`src/rtl/jpeg_pkg.sv`:
```
// Shared types for the JPEG coefficient path: reorder modes and ping-pong bank states.
package jpeg_pkg;

    typedef enum logic [1:0] {
        ZIGZAG    = 2'b00,
        RASTER    = 2'b01,
        TRANSPOSE = 2'b10
    } reorder_mode_e;

    typedef enum logic [1:0] {
        EMPTY,
        FILLING,
        FULL,
        DRAINING
    } bank_state_e;

    localparam int ZZ_DEFAULT_DIM = 8;

    // The unused encoding 2'b11 falls back to raster order.
    function automatic reorder_mode_e decode_mode(input logic [1:0] m);
        case (m)
            2'b00:   return ZIGZAG;
            2'b10:   return TRANSPOSE;
            default: return RASTER;
        endcase
    endfunction

endpackage

```
`src/rtl/zigzag_reorder_buf_if.sv`:
```
// Raster-in / reordered-out coefficient streams with valid/ready handshakes on both sides.
interface zigzag_reorder_buf_if #(
    parameter int DATA_WIDTH = 12
);
    logic signed [DATA_WIDTH-1:0] in_data;
    logic                         in_valid;
    logic                         in_ready;
    logic [1:0]                   mode;
    logic signed [DATA_WIDTH-1:0] out_data;
    logic                         out_valid;
    logic                         out_ready;
    logic                         out_first;
    logic                         out_last;

    modport slave (
        input  in_data, in_valid, mode, out_ready,
        output in_ready, out_data, out_valid, out_first, out_last
    );

    modport master (
        output in_data, in_valid, mode, out_ready,
        input  in_ready, out_data, out_valid, out_first, out_last
    );
endinterface

```
`src/rtl/zigzag_addr_gen.sv`:
```
// Walks the (x,y) zigzag scan of a BLK_DIM x BLK_DIM block, one position per step.
module zigzag_addr_gen
    import jpeg_pkg::*;
#(
    parameter int BLK_DIM = ZZ_DEFAULT_DIM,
    localparam int AW = $clog2(BLK_DIM)
) (
    input  logic          clk,
    input  logic          rst,
    input  logic          restart,
    input  logic          step,
    output logic [AW-1:0] x,
    output logic [AW-1:0] y,
    output logic          last
);

    localparam logic [AW-1:0] EDGE = AW'(BLK_DIM - 1);

    logic [AW-1:0] x_nxt;
    logic [AW-1:0] y_nxt;

    assign last = (x == EDGE) && (y == EDGE);

    // x+y is even exactly when the low bits of x and y agree.
    always_comb begin
        x_nxt = x;
        y_nxt = y;
        if (!last) begin
            if (x[0] == y[0]) begin
                if (x == EDGE) begin
                    y_nxt = y + 1'b1;
                end else if (y == '0) begin
                    x_nxt = x + 1'b1;
                end else begin
                    x_nxt = x + 1'b1;
                    y_nxt = y - 1'b1;
                end
            end else begin
                if (y == EDGE) begin
                    x_nxt = x + 1'b1;
                end else if (x == '0) begin
                    y_nxt = y + 1'b1;
                end else begin
                    x_nxt = x - 1'b1;
                    y_nxt = y + 1'b1;
                end
            end
        end
    end

    always_ff @(posedge clk or posedge rst) begin
        if (rst) begin
            x <= '0;
            y <= '0;
        end else if (restart) begin
            x <= '0;
            y <= '0;
        end else if (step) begin
            x <= x_nxt;
            y <= y_nxt;
        end
    end

endmodule

```
`src/rtl/zigzag_reorder_buf.sv`:
```
// Ping-pong coefficient buffer: one bank fills in raster order while the other drains
// in the zigzag, raster or transpose order latched for its block.
module zigzag_reorder_buf
    import jpeg_pkg::*;
#(
    parameter int DATA_WIDTH = 12,
    parameter int BLK_DIM    = ZZ_DEFAULT_DIM
) (
    input logic                 clk,
    input logic                 rst,
    zigzag_reorder_buf_if.slave bus
);

    localparam int            BLK_SIZE = BLK_DIM * BLK_DIM;
    localparam int            AW       = $clog2(BLK_DIM);
    localparam int            KW       = 2 * AW;
    localparam logic [KW-1:0] K_LAST   = KW'(BLK_SIZE - 1);

    logic signed [DATA_WIDTH-1:0] mem [2*BLK_SIZE];

    bank_state_e   bank_st  [2];
    bank_state_e   bank_nxt [2];
    reorder_mode_e bank_mode[2];

    logic          rdy_en;
    logic          wr_bank;
    logic [KW-1:0] wr_addr;
    logic          rd_bank;
    logic [KW-1:0] rd_cnt;
    logic [KW-1:0] rd_addr;
    logic          wr_fire;
    logic          issue;
    logic          rd_end;
    logic          drain_done;

    logic [AW-1:0] zz_x;
    logic [AW-1:0] zz_y;
    logic          zz_last;

    logic signed [DATA_WIDTH-1:0] data_p1;
    logic                         vld_p1;
    logic                         first_p1;
    logic                         last_p1;
    logic                         bank_p1;

    // rdy_en keeps in_ready low while reset is held, independent of bank state.
    assign bus.in_ready = rdy_en && (bank_st[wr_bank] == EMPTY || bank_st[wr_bank] == FILLING);
    assign wr_fire      = bus.in_valid && bus.in_ready;
    assign issue        = (bank_st[rd_bank] == FULL || bank_st[rd_bank] == DRAINING)
                          && (!vld_p1 || bus.out_ready);
    assign rd_end       = (rd_cnt == K_LAST);
    assign drain_done   = vld_p1 && bus.out_ready && last_p1;

    zigzag_addr_gen #(.BLK_DIM(BLK_DIM)) u_zz (
        .clk     (clk),
        .rst     (rst),
        .restart (issue && zz_last),
        .step    (issue),
        .x       (zz_x),
        .y       (zz_y),
        .last    (zz_last)
    );

    // rd_cnt is {y,x} of the output index; transpose swaps the two fields.
    always_comb begin
        rd_addr = rd_cnt;
        case (bank_mode[rd_bank])
            TRANSPOSE: rd_addr = {rd_cnt[AW-1:0], rd_cnt[KW-1:AW]};
            ZIGZAG:    rd_addr = {zz_y, zz_x};
            default:   rd_addr = rd_cnt;
        endcase
    end

    // Writer, reader and drain completion never target the same bank in one cycle.
    always_comb begin
        for (int b = 0; b < 2; b++) begin
            bank_nxt[b] = bank_st[b];
            if (wr_fire && wr_bank == 1'(b))
                bank_nxt[b] = (wr_addr == K_LAST) ? FULL : FILLING;
            if (issue && rd_bank == 1'(b))
                bank_nxt[b] = DRAINING;
            if (drain_done && bank_p1 == 1'(b))
                bank_nxt[b] = EMPTY;
        end
    end

    always_ff @(posedge clk or posedge rst) begin
        if (rst) begin
            for (int b = 0; b < 2; b++) bank_st[b] <= EMPTY;
        end else begin
            for (int b = 0; b < 2; b++) bank_st[b] <= bank_nxt[b];
        end
    end

    always_ff @(posedge clk or posedge rst) begin
        if (rst) begin
            rdy_en  <= 1'b0;
            wr_bank <= 1'b0;
            wr_addr <= '0;
            rd_bank <= 1'b0;
            rd_cnt  <= '0;
            for (int b = 0; b < 2; b++) bank_mode[b] <= RASTER;
        end else begin
            rdy_en <= 1'b1;
            if (wr_fire) begin
                wr_addr <= wr_addr + 1'b1;
                if (wr_addr == '0)
                    bank_mode[wr_bank] <= decode_mode(bus.mode);
                if (wr_addr == K_LAST)
                    wr_bank <= ~wr_bank;
            end
            if (issue) begin
                rd_cnt <= rd_cnt + 1'b1;
                if (rd_end)
                    rd_bank <= ~rd_bank;
            end
        end
    end

    always_ff @(posedge clk) begin
        if (wr_fire)
            mem[{wr_bank, wr_addr}] <= bus.in_data;
    end

    // Stage p1: synchronous RAM read; the output register holds while stalled.
    always_ff @(posedge clk or posedge rst) begin
        if (rst) begin
            data_p1  <= '0;
            vld_p1   <= 1'b0;
            first_p1 <= 1'b0;
            last_p1  <= 1'b0;
            bank_p1  <= 1'b0;
        end else if (issue) begin
            data_p1  <= mem[{rd_bank, rd_addr}];
            vld_p1   <= 1'b1;
            first_p1 <= (rd_cnt == '0);
            last_p1  <= rd_end;
            bank_p1  <= rd_bank;
        end else if (bus.out_ready) begin
            vld_p1   <= 1'b0;
            first_p1 <= 1'b0;
            last_p1  <= 1'b0;
        end
    end

    assign bus.out_data  = data_p1;
    assign bus.out_valid = vld_p1;
    assign bus.out_first = first_p1;
    assign bus.out_last  = last_p1;

endmodule

```
`src/flat_wrapper.sv`:
```
// flat-port wrapper written by rule: the top's interface ports become plain ports
module zigzag_reorder_buf_flat import jpeg_pkg::*;
#(
    parameter int DATA_WIDTH = 12,
    parameter int BLK_DIM    = ZZ_DEFAULT_DIM
)
  (clk, rst, bus_in_data, bus_in_valid, bus_mode, bus_out_ready, bus_in_ready, bus_out_data, bus_out_valid, bus_out_first, bus_out_last);
  zigzag_reorder_buf_if #(.DATA_WIDTH(DATA_WIDTH)) bus_i ();
  input logic clk;
  input logic rst;
  input wire logic [$bits(bus_i.in_data)-1:0] bus_in_data;
  input wire logic [$bits(bus_i.in_valid)-1:0] bus_in_valid;
  input wire logic [$bits(bus_i.mode)-1:0] bus_mode;
  input wire logic [$bits(bus_i.out_ready)-1:0] bus_out_ready;
  output wire logic [$bits(bus_i.in_ready)-1:0] bus_in_ready;
  output wire logic [$bits(bus_i.out_data)-1:0] bus_out_data;
  output wire logic [$bits(bus_i.out_valid)-1:0] bus_out_valid;
  output wire logic [$bits(bus_i.out_first)-1:0] bus_out_first;
  output wire logic [$bits(bus_i.out_last)-1:0] bus_out_last;
  assign bus_i.in_data = bus_in_data;
  assign bus_i.in_valid = bus_in_valid;
  assign bus_i.mode = bus_mode;
  assign bus_i.out_ready = bus_out_ready;
  assign bus_in_ready = bus_i.in_ready;
  assign bus_out_data = bus_i.out_data;
  assign bus_out_valid = bus_i.out_valid;
  assign bus_out_first = bus_i.out_first;
  assign bus_out_last = bus_i.out_last;
  zigzag_reorder_buf #(.DATA_WIDTH(DATA_WIDTH), .BLK_DIM(BLK_DIM)) u_core (.clk(clk), .rst(rst), .bus(bus_i));
endmodule
```
`config.mk`:
```
export PLATFORM = sky130hd
export DESIGN_NAME = zigzag_reorder_buf_flat
export DESIGN_NICKNAME = d
export VERILOG_FILES = /design/src/rtl/jpeg_pkg.sv /design/src/rtl/zigzag_reorder_buf_if.sv /design/src/rtl/zigzag_addr_gen.sv /design/src/rtl/zigzag_reorder_buf.sv /design/src/flat_wrapper.sv
export SDC_FILE = /design/constraint.sdc
export NUM_CORES = 2
export LEC_CHECK = 0
export BUFFER_PORTS_ARGS = -buffer_cell sky130_fd_sc_hd__buf_4
export CAP_MARGIN = 20
export CORE_MARGIN = 2
export CORE_UTILIZATION = 55
export CTS_BUF_LIST = sky130_fd_sc_hd__clkbuf_8
export DETAILED_ROUTE_END_ITERATION = 10
export PLACE_DENSITY = 0.73
export RECOVER_POWER = 25
export SLEW_MARGIN = 20
export SYNTH_ARGS = -nofsm -noshare
export SYNTH_HDL_FRONTEND = slang
export SYNTH_HIERARCHICAL = 1
export SYNTH_SLANG_ARGS = --single-unit
```
`constraint.sdc`:
```
create_clock -name clk -period 3.1 [get_ports clk]
set_input_delay 0.62 -clock clk [delete_from_list [all_inputs] [get_ports clk]]
set_output_delay 0.62 -clock clk [all_outputs]
set_load 0.01 [all_outputs]
```
==> impl_metrics.yaml <==
yosys:
  synth_top_area_share_pct: 71.77
  synthDistinctLibCells: 76
  synth_edf_count: 1536
  synth_area_sq_um: 64270
  ys_top_cells_by_count: "edfxtp_1 (1536), nand2_1 (501), o211ai_1 (427)"
  syn-num-nets: 4224
  synth_warnings: 6
  syn_area_per_cell_sq_um: 15.32
  synth_cells: 4194
  synth-main-ff-cell: "edfxtp_1"
  seq_area_frac_synth_pct: 73.45
  synth.most_common_cell: "edfxtp_1"
  yosys.area.top_type: "edfxtp_1"
  synthTopCellsByArea: "edfxtp_1 (72%), o211ai_1 (5.0%), mux2i_1 (3.1%), nand2_1 (2.9%), mux2_2 (2.4%)"
  ys_async_sr_fraction_pct: 2.723
  ys_ff_latch: 1579
run_status:
  outcome: "complete, but fails checks"
  violations: "capacitance limit, slew limit, setup timing"
clock_network:
  cts_max_path_buffers: 3
  cts_tree: "yes"
  cts_htree_levels: 4
  cts_buffers: 241
  clock_latency_ns: 0.95
  cts_sinks: 1579
  clk_pin_slew_worst_paths_ns: 0.07
  cts-root-buf: "clkbuf_8"
global_route:
  grt_usage_pct: 31.49
  antenna_found_initial: 5
  grt_start_max_net_pins: 129
  grt_pass1_wl_mm: 274.3
  grt-ovfl-total: 0
  grt_pass1_vias: 40610
run:
  drv_cap: 11
placement:
  hpwl_mm: 120.0
  io_buffers: 33
  place.gp.congestion: 1.014
  dp_slack_ns: -0.8082
  dp_cells: 6066
pwr:
  p_leak_nw: 27.54
  max-vdd-ir-drop_mv: 0.6398
  power.density_nw_per_um2: 860.9
  total_power_mw: 66.54
timing:
  relSlewSlack_pct: -112.0
  max_freq_mhz: 282.6
  setup_viol: 12
  drv_slew: 575
  final.period_utilization_pct: 114.2
  finalHoldViolations: 0
  fin_crit_ns: 3.539
  post-route-worst-setup-slack_ns: -0.4392
  rsz0062_at_grt: "yes"
  finClkSkew_ns: 0.03915
  worstMarginPinSlew_ns: 3.180
floorplan:
  fp.dieArea_sq_um: 119600
  row_count: 125
  die_h_um: 345.8
  ios: 34
  initial_core_util_pct: 55.38
  die_w_um: 345.8
  core-area_sq_um: 116000
final_layout:
  fill_cells: 7715
  nets: 4906
  seq_area_sq_um: 47200
  drive_above_1_share_pct: 26.35
  instances_no_fill: 6602
  syn_to_final_growth_pct: 20.26
  multi_input_area_sq_um: 16020
critical_path:
  cp_num_buf_inv: 8
  cp.arrival_ns: 4.35
  critPathKind: "reg2reg"
  critPathTopFamily: "buffers and inverters"
  cp.required_ns: 3.91
  crit_top_cell: "buf_4"
  max_stage_delay_ns: 0.43
  critPathLaunchType: "flop"
  crit_path_top_delay_cell: "dfrtp_1"
  path_cells: "buf_6 -> buf_4 -> buf_12 -> mux2i_4 -> buf_4 -> a21oi_4 -> buf_12 -> buf_4 -> buf_4 -> buf_4 -> mux4_2 -> nand2_1 -> nand4_1 -> a32o_2 -> a211o_1"
  crit_fanout: 7
  worstSetupEndpointType: "flop"
routing:
  ant_nets: 0
  via_count: 42150
  routed_wl_mm: 191.0
  first_iter_violations: 6536
  vias_per_cell: 6.384
  wire_per_inst_um: 28.93
  drc_errors: 0
  dr.pass1.iters: 6
min_path:
  min_path_type: "in2async"
-- tightest hold or removal path: cells and delay by family --
family	cells	cell delay (ns)
buffers and inverters	3	0.86
-- placed cells by master (no fill, tap or decap), types with 11 or more instances in the layout --
cell,count
a21oi_1,80
a311o_1,11
a31oi_1,22
a32oi_1,25
buf_12,97
buf_4,529
buf_6,46
clkbuf_1,14
clkbuf_8,249
clkinv_1,70
clkinv_2,22
dfrtp_1,41
edfxtp_1,1536
ha_1,12
inv_1,257
mux2_2,123
mux2_4,11
mux2i_1,186
mux4_2,47
nand2_1,495
nand3_1,162
nand3_2,11
nand4_1,29
nor2_1,147
nor2b_1,11
nor4_2,12
o211a_1,31
o211ai_1,427
o21ai_0,12
o221a_2,25
o22ai_1,21
-- sequential cells by signal, indices dropped and copies added, names as in the netlist --
register and count:
u_core/wr_addr 6, u_core/rdy_en 1, u_core/mem 1536, u_core/u_zz/y 3, u_core/bus.out_valid 1, u_core/bank_mode 4
u_core/bus.out_first 1, u_core/bank_st 2, u_core/rd_bank 1, u_core/u_zz/x 3, u_core/bus.out_last 1, u_core/bank_p1 1
u_core/bus.out_data 12, u_core/rd_cnt 6, u_core/wr_bank 1
-- final cells by class --
| class | count | area share, % |
|---|---|---|
| Inverter | 171 | 0.8305 |
| Timing Repair Buffer | 724 | 9.250 |
| Clock inverter | 192 | 1.204 |
| Antenna cell | 4 | 0.01295 |
| Tap cell | 1524 | 2.467 |
| Multi-Input combinational cell | 2159 | 20.73 |
| Sequential cell | 1579 | 61.07 |
| Clock buffer | 249 | 4.434 |
-- logic make-up after synthesis --
group,after synthesis,share of synthesized area [%]
AOI/OAI and AO/OA,815,9.717
xor gates and xnor gates,14,0.1908
adders and majority gates,12,0.2336
buffers and inverters,458,3.064
DFF,1579,73.45
muxes,381,7.143
other,1,0.005835
and+or+nand+nor,934,6.201
-- path summary, 6_finish.rpt --
kind	endpoint	depth (start not counted)	from	slack, ns
max reg2reg	u_core/bus.out_data[9]	15	u_core/rd_bank	-0.44
max in group asynchronous	u_core/bus.out_data[10]	3	rst	1.97
min reg2reg	u_core/bus.out_first	2	u_core/bus.out_first	0.53
min in group clk	u_core/bank_mode[1]	3	bus_mode[1]	0.25
min	u_core/u_zz/x[0]	3	rst	0.15
max	u_core/bus.out_data[9]	15	u_core/rd_bank	-0.44
-- layer usage --
layer  vias up  track usage [%]  part of all wire, %
li1      17780                -                    -
met1     21090            43.38                   38
met2      2805            47.77                   46
met3       472            8.385                   12
met4         4            13.09                  4.4
met5         -           0.8003                0.079
-- timing repair --
action | 4_1_cts | 5_1_grt
hold endpoints to repair | 56 | 0
hold buffers | 4 | 0
endpoints found under the setup margin | 12 | 132
pin swaps | 46 | 71
gates cloned | 11 | 5
resized for setup | 165 | 92
setup buffers | 47 | 34
-- per-stage QoR --
| stage | TNS, ns | cell area, sq um | utilization, % | hold WS (ns) |
|---|---|---|---|---|
| floorplan | 0 | 64270 | - | 0.4110 |
| global placement | -5.880 | 70870 | 61.07 | 0.4978 |
| detailed placement | -6.495 | 70870 | 61.07 | 0.5083 |
| CTS | -3.171 | 76740 | 66.12 | 0.07581 |
| global route | -8.513 | 77280 | 66.60 | 0.1360 |
| finish | -4.008 | 77290 | 66.60 | 0.1470 |
-- report_power, final --
| group | total, mW | internal, mW | switching (mW) |
|---|---|---|---|
| clock network | 15.8 | 7.82 | 7.99 |
| registers | 23.8 | 23.7 | 0.123 |
| logic | 27.0 | 11.5 | 15.5 |
Power figures use the tool's default switching activity.
